### src/rtl/stage3_hazard_scoreboard.sv
// stage3_hazard_scoreboard: register scoreboard for long-latency writers plus I-fetch redirect drain tracker
module stage3_hazard_scoreboard #(
    parameter int NUM_REGS     = 32,
    parameter int REG_W        = 5,
    parameter int MAX_PENDING  = 4,
    parameter int MAX_IMEM_OUT = 2
) (
    input  logic                CLK,
    input  logic                nRST,
    input  logic                issue_valid,
    input  logic [REG_W-1:0]    issue_rs1,
    input  logic [REG_W-1:0]    issue_rs2,
    input  logic [REG_W-1:0]    issue_rd,
    input  logic                issue_reg_write,
    input  logic                issue_long,
    output logic                issue_stall,
    input  logic                complete_valid,
    input  logic [REG_W-1:0]    complete_rd,
    output logic [NUM_REGS-1:0] pending_mask,
    output logic                sb_full,
    output logic                sb_err,
    input  logic                imem_req_fire,
    input  logic                imem_resp_valid,
    input  logic                redirect,
    output logic                fetch_hold,
    output logic                discard_resp,
    output logic                drain_active
);
    localparam int PW = $clog2(MAX_PENDING + 1);
    localparam int IW = $clog2(MAX_IMEM_OUT + 1);
    localparam int XW = 2 ** REG_W;

    typedef enum logic {RUN, DRAIN} state_t;

    state_t            state;
    logic [PW-1:0]     pend_cnt;
    logic [IW-1:0]     imem_out;
    logic [IW-1:0]     stale_cnt;
    logic [IW-1:0]     imem_nxt;
    logic [XW-1:0]     pend_ext;
    logic [XW-1:0]     set_ext;
    logic [XW-1:0]     clr_ext;
    logic              raw;
    logic              waw;
    logic              accept;
    logic              cmp;
    logic              resp_ok;
    logic              fire_ok;

    assign raw          = (issue_rs1 != '0 && pend_ext[issue_rs1]) || (issue_rs2 != '0 && pend_ext[issue_rs2]);
    assign waw          = issue_reg_write && issue_rd != '0 && pend_ext[issue_rd];
    assign sb_full      = pend_cnt == PW'(MAX_PENDING);
    assign issue_stall  = issue_valid && (raw || waw || (issue_long && sb_full));
    assign accept       = issue_valid && !issue_stall && issue_long && issue_reg_write && issue_rd != '0;
    assign cmp          = complete_valid && pend_ext[complete_rd];
    assign fetch_hold   = imem_out == IW'(MAX_IMEM_OUT);
    assign resp_ok      = imem_resp_valid && imem_out != '0;
    assign fire_ok      = imem_req_fire && (!fetch_hold || resp_ok);
    assign imem_nxt     = imem_out + IW'(fire_ok) - IW'(resp_ok);
    assign discard_resp = imem_resp_valid && stale_cnt != '0;
    assign drain_active = state == DRAIN;

    // Widen the pending bits to the full index space and decode the set/clear one-hots
    always_comb begin
        pend_ext = '0;
        pend_ext[NUM_REGS-1:0] = pending_mask;
        set_ext = '0;
        clr_ext = '0;
        set_ext[issue_rd] = accept;
        clr_ext[complete_rd] = cmp;
    end

    // Scoreboard, fetch counter and sticky error
    always_ff @(posedge CLK) begin
        if (!nRST) begin
            pending_mask <= '0;
            pend_cnt     <= '0;
            imem_out     <= '0;
            sb_err       <= 1'b0;
        end else begin
            pending_mask <= (pending_mask & ~clr_ext[NUM_REGS-1:0]) | set_ext[NUM_REGS-1:0];
            pend_cnt     <= pend_cnt + PW'(accept) - PW'(cmp);
            imem_out     <= imem_nxt;
            sb_err       <= sb_err || (complete_valid && !cmp) || (imem_resp_valid && imem_out == '0);
        end
    end

    // Redirect drain FSM: everything in flight after a redirect edge is stale
    always_ff @(posedge CLK) begin
        if (!nRST) begin
            state     <= RUN;
            stale_cnt <= '0;
        end else if (redirect) begin
            stale_cnt <= imem_nxt;
            state     <= (imem_nxt != '0) ? DRAIN : RUN;
        end else if (discard_resp) begin
            stale_cnt <= stale_cnt - IW'(1);
            if (stale_cnt == IW'(1)) state <= RUN;
        end
    end
endmodule

### config.mk
export PLATFORM = sky130hd
export DESIGN_NAME = stage3_hazard_scoreboard
export DESIGN_NICKNAME = d
export VERILOG_FILES = /design/src/rtl/stage3_hazard_scoreboard.sv
export SDC_FILE = /design/constraint.sdc
export NUM_CORES = 1
export LEC_CHECK = 0
export CAP_MARGIN = 20
export CORE_UTILIZATION = 35
export CTS_BUF_LIST = sky130_fd_sc_hd__clkbuf_2 sky130_fd_sc_hd__clkbuf_4 sky130_fd_sc_hd__clkbuf_8
export DETAILED_ROUTE_END_ITERATION = 8
export SLEW_MARGIN = 20
export SYNTH_ARGS = -nofsm -noshare
export SYNTH_HDL_FRONTEND = slang
export SYNTH_SLANG_ARGS = --single-unit
### constraint.sdc
create_clock -name CLK -period 4.8 [get_ports CLK]
set_clock_uncertainty 0.2 [all_clocks]
set_input_delay 0.48 -clock CLK [delete_from_list [all_inputs] [get_ports CLK]]
set_output_delay 0.48 -clock CLK [all_outputs]
set_load 0.05 [all_outputs]
==> metrics.yaml <==
die:
  fp.dieH_um: 95.7
  die_width_um: 95.7
  die_area_mm2: 0.00917
  design.core.area_mm2: 0.00834
  pin_count: 67
  initial_core_util_pct: 36.9
  placement_rows: 33
cells_and_area:
  flow.area_growth_from_synthesis_pct: 27.0
  multi_input_comb_area_mm2: 0.00209
  insertedDiodeCount: 0
  fin_area_mm2: 0.00391
  ff_latch_area_um2: 821
  final.fill_count: 797
  finish.utilization_pct: 46.8
  finalNonFillerCells: 485
  final_nets: 414
  layout-drive-gt1-share_pct: 13.4
logic_synthesis:
  synth-async-reset-ratio_pct: 0
  synth.area.top_cells: "sky130_fd_sc_hd__dfxtp_1, sky130_fd_sc_hd__mux4_2, sky130_fd_sc_hd__o211ai_1"
  netlist_instances: 321
  synthTopCellsByCount: "sky130_fd_sc_hd__dfxtp_1, sky130_fd_sc_hd__o211ai_1, sky130_fd_sc_hd__mux4_2, sky130_fd_sc_hd__nor2_1, sky130_fd_sc_hd__o21ai_0"
  netlist.area_leader.share_pct: 26.7
  netlist-cell-type-count: 50
  synth_seq_cells: 41
  postSynth.topFlopCell: "sky130_fd_sc_hd__dfxtp_1"
  syn-num-nets: 356
  yosysSeqAreaShare_pct: 26.7
  synth_largest_area_cell: "sky130_fd_sc_hd__dfxtp_1"
  synth_enable_flop_cells: 0
  synth.avg_cell_area_um2: 9.58
  synthesized_area_mm2: 0.00308
  synth_most_common_cell: "sky130_fd_sc_hd__dfxtp_1"
  ys_warn_count: 0
timing:
  final-max-slew-violation-count: 0
  finalSetupTns_ns: 0
  max_clock_freq_ghz: 0.238
  unrepaired_setup_endpoints_after_global_routing: "false"
  setup_failing_eps_final: 0
  fin_crit_ns: 4.20
  hold-worst-slack_ns: 0.307
  relSlewSlack_pct: 58.2
  finalCritPeriodShare_pct: 87.6
  final.setup.worst_slack_ns: 0.596
  report.final.hold_viol_count: 0
  max_slew.worst_pin.slew_ns: 0.622
setup_path:
  critPathMaxStageDelay_ns: 0.75
  cp.arrival_ns: 4.19
  end_kind: "flop"
  worstSetupPathType: "in2reg"
  critical-path-slowest-cell: "sky130_fd_sc_hd__clkdlybuf4s50_1"
  critical_path.n_buffers_inverters: 3
  crit_path_cell_trace: "clkdlybuf4s50_1 -> mux4_2 -> nand3_1 -> o21ai_0 -> nor3_4 -> nand2_1 -> or4_1 -> ha_1 -> inv_1 -> ha_1 -> inv_1 -> fa_1 -> xor2_1 -> xnor2_1 -> nor2_1"
  crit_fanout: 8
  start_kind: "input pin"
  crit_path_leading_delay_family: "simple AND/OR/NAND/NOR gates"
  cp_data_required_time_ns: 4.79
power_and_ir_drop:
  power_switching_mw: 0.302
  combinationalPowerShare_pct: 30.5
  leakage_nw: 1.33
  powerDensity_mw_per_mm2: 223
  totalPowerFinal_mw: 0.872
  seqPwrFrac_pct: 43.3
  worst_ir_drop_vdd_mv: 0.111
  power.internal_mw: 0.570
  clock_power_share_pct: 26.2
  sw_frac_of_total_pct: 34.6
clock_network:
  clock_tree_from_tritoncts: "yes"
  path_clk_slew_ns: 0.08
  clock_buffers_created_by_tritoncts: 5
  clock_sink_count: 41
  cts-resized-gates: 0
  cts_post_setup_buffers_inserted: 0
  ctsRootBufferMaster: "sky130_fd_sc_hd__clkbuf_8"
  postCtsHoldBufs: 0
  clock_tree.htree_level_count: 2
  worstSkewPairLatency_ns: 0.30
  clock_tree.buffer_depth: 2
run:
  max-cap-violations: 0
global_routing:
  vias_in_the_first_global_route: 2914
  grt_first_pass_wirelength_um: 15900
  met1_usage_pct: 32.9
  grt_max_degree: 37
  met3_usage_pct: 2.37
  grt_util_met2_pct: 37.1
  antenna_found_initial: 0
  busiest_layer: "met2"
  gr-usage-all-layers_pct: 23.2
  grt_overflow: 0
detailed_routing:
  drtIter0Drc: 246
  drc_errors: 0
  drt-pass1-iter-count: 4
  vias: 3017
  routed_via_density: 6.22
  wire_length_reported_by_the_detailed_router_um: 10300
  drt-wirelength-per-cell_um: 21.2
  final_antenna_net_count: 0
placed_design:
  place.gp.congestion: 0.840
  port_buffers: 66
  placement_stage_worst_setup_slack_ns: 0.236
  dp_area_mm2: 0.00382
  placedCellCount: 477
  dp_hpwl_um: 7620
worst_hold_path:
  worst_hold_path_type: "reg2reg"
status:
  status: "complete, no violations"
## cell families after synthesis
| logic type | count (synthesis) | share of synthesized area [%] |
|---|---|---|
| compound gates | 96 | 23.2 |
| simple gates | 96 | 18.0 |
| mux | 41 | 22.8 |
| flops | 41 | 26.7 |
| buf+inv | 36 | 5.21 |
| fa+ha+maj | 6 | 2.69 |
| xor+xnor | 5 | 1.42 |
## worst paths after layout
kind                               startpoint  slack, ns                      to  depth (start not counted)
setup reg to reg  pending_mask[31]$_SDFF_PN0_       1.16  pend_cnt[2]$_SDFF_PN0_                         14
hold reg to reg             sb_err$_SDFF_PN0_       0.31       sb_err$_SDFF_PN0_                          2
setup / recovery                 issue_rs1[1]       0.60  pend_cnt[2]$_SDFF_PN0_                         15
hold / removal              sb_err$_SDFF_PN0_       0.31       sb_err$_SDFF_PN0_                          2
## worst register-to-register path: stages (launching register included)
cell and delay [ns]:
sky130_fd_sc_hd__dfxtp_1 0.40, sky130_fd_sc_hd__mux4_2 0.50, sky130_fd_sc_hd__mux2i_1 0.17, sky130_fd_sc_hd__o22ai_1 0.19
sky130_fd_sc_hd__nor3_1 0.23, sky130_fd_sc_hd__nand2_1 0.08, sky130_fd_sc_hd__or4_1 0.53, sky130_fd_sc_hd__ha_1 0.28
sky130_fd_sc_hd__inv_1 0.06, sky130_fd_sc_hd__ha_1 0.13, sky130_fd_sc_hd__inv_1 0.04, sky130_fd_sc_hd__fa_1 0.37
sky130_fd_sc_hd__xor2_1 0.17, sky130_fd_sc_hd__xnor2_1 0.13, sky130_fd_sc_hd__nor2_1 0.05
## cell type report
class | count | share of cell area (%)
Inverter | 12 | 1.15
Clock inverter | 3 | 0.448
Timing Repair Buffer | 75 | 18.6
Tap cell | 105 | 3.36
Clock buffer | 5 | 1.76
Sequential cell | 41 | 21.0
Multi-Input combinational cell | 244 | 53.6
## sequential cells by signal, indices dropped and copies added, names as in the netlist
name and count:
pending_mask 32, pend_cnt 3, imem_out 2, stale_cnt 2, drain_active 1, sb_err 1
## cell usage in the layout, fill, tap and decap left out, drive strengths merged, types with 3 or more instances in the layout
master,count
nor3,4
clkdlybuf4s50,66
o22ai,6
nor2b,10
a221oi,3
nor2,18
nand3,11
nand4b,4
nand4,5
a32oi,4
or3,3
nor4,3
a21oi,3
mux4,22
buf,9
nand2,16
o21ai,17
o31ai,18
o211ai,34
and2,4
xnor2,3
nand3b,3
dfxtp,41
nand2b,8
a311oi,3
inv,12
mux2,6
clkbuf,5
ha,5
mux2i,13
## power groups by stage
stage / clock network, mW / logic, mW / registers (mW)
6_report: 0.229 / 0.266 / 0.377
5_1_grt: 0.250 / 0.293 / 0.381
4_1_cts: 0.238 / 0.266 / 0.377
3_5_place_dp: 0 / 0.264 / 0.384
3_3_place_gp: 0 / 0.263 / 0.384
2_1_floorplan: 0 / 0.168 / 0.396
## per-layer routing
metal,up-vias,share of wire [%]
met5,-,0
met4,0,1.0
met2,136,48
met1,1486,44
met3,8,7.4
li1,1387,-
No activity file was read; power rests on OpenSTA's default activity.
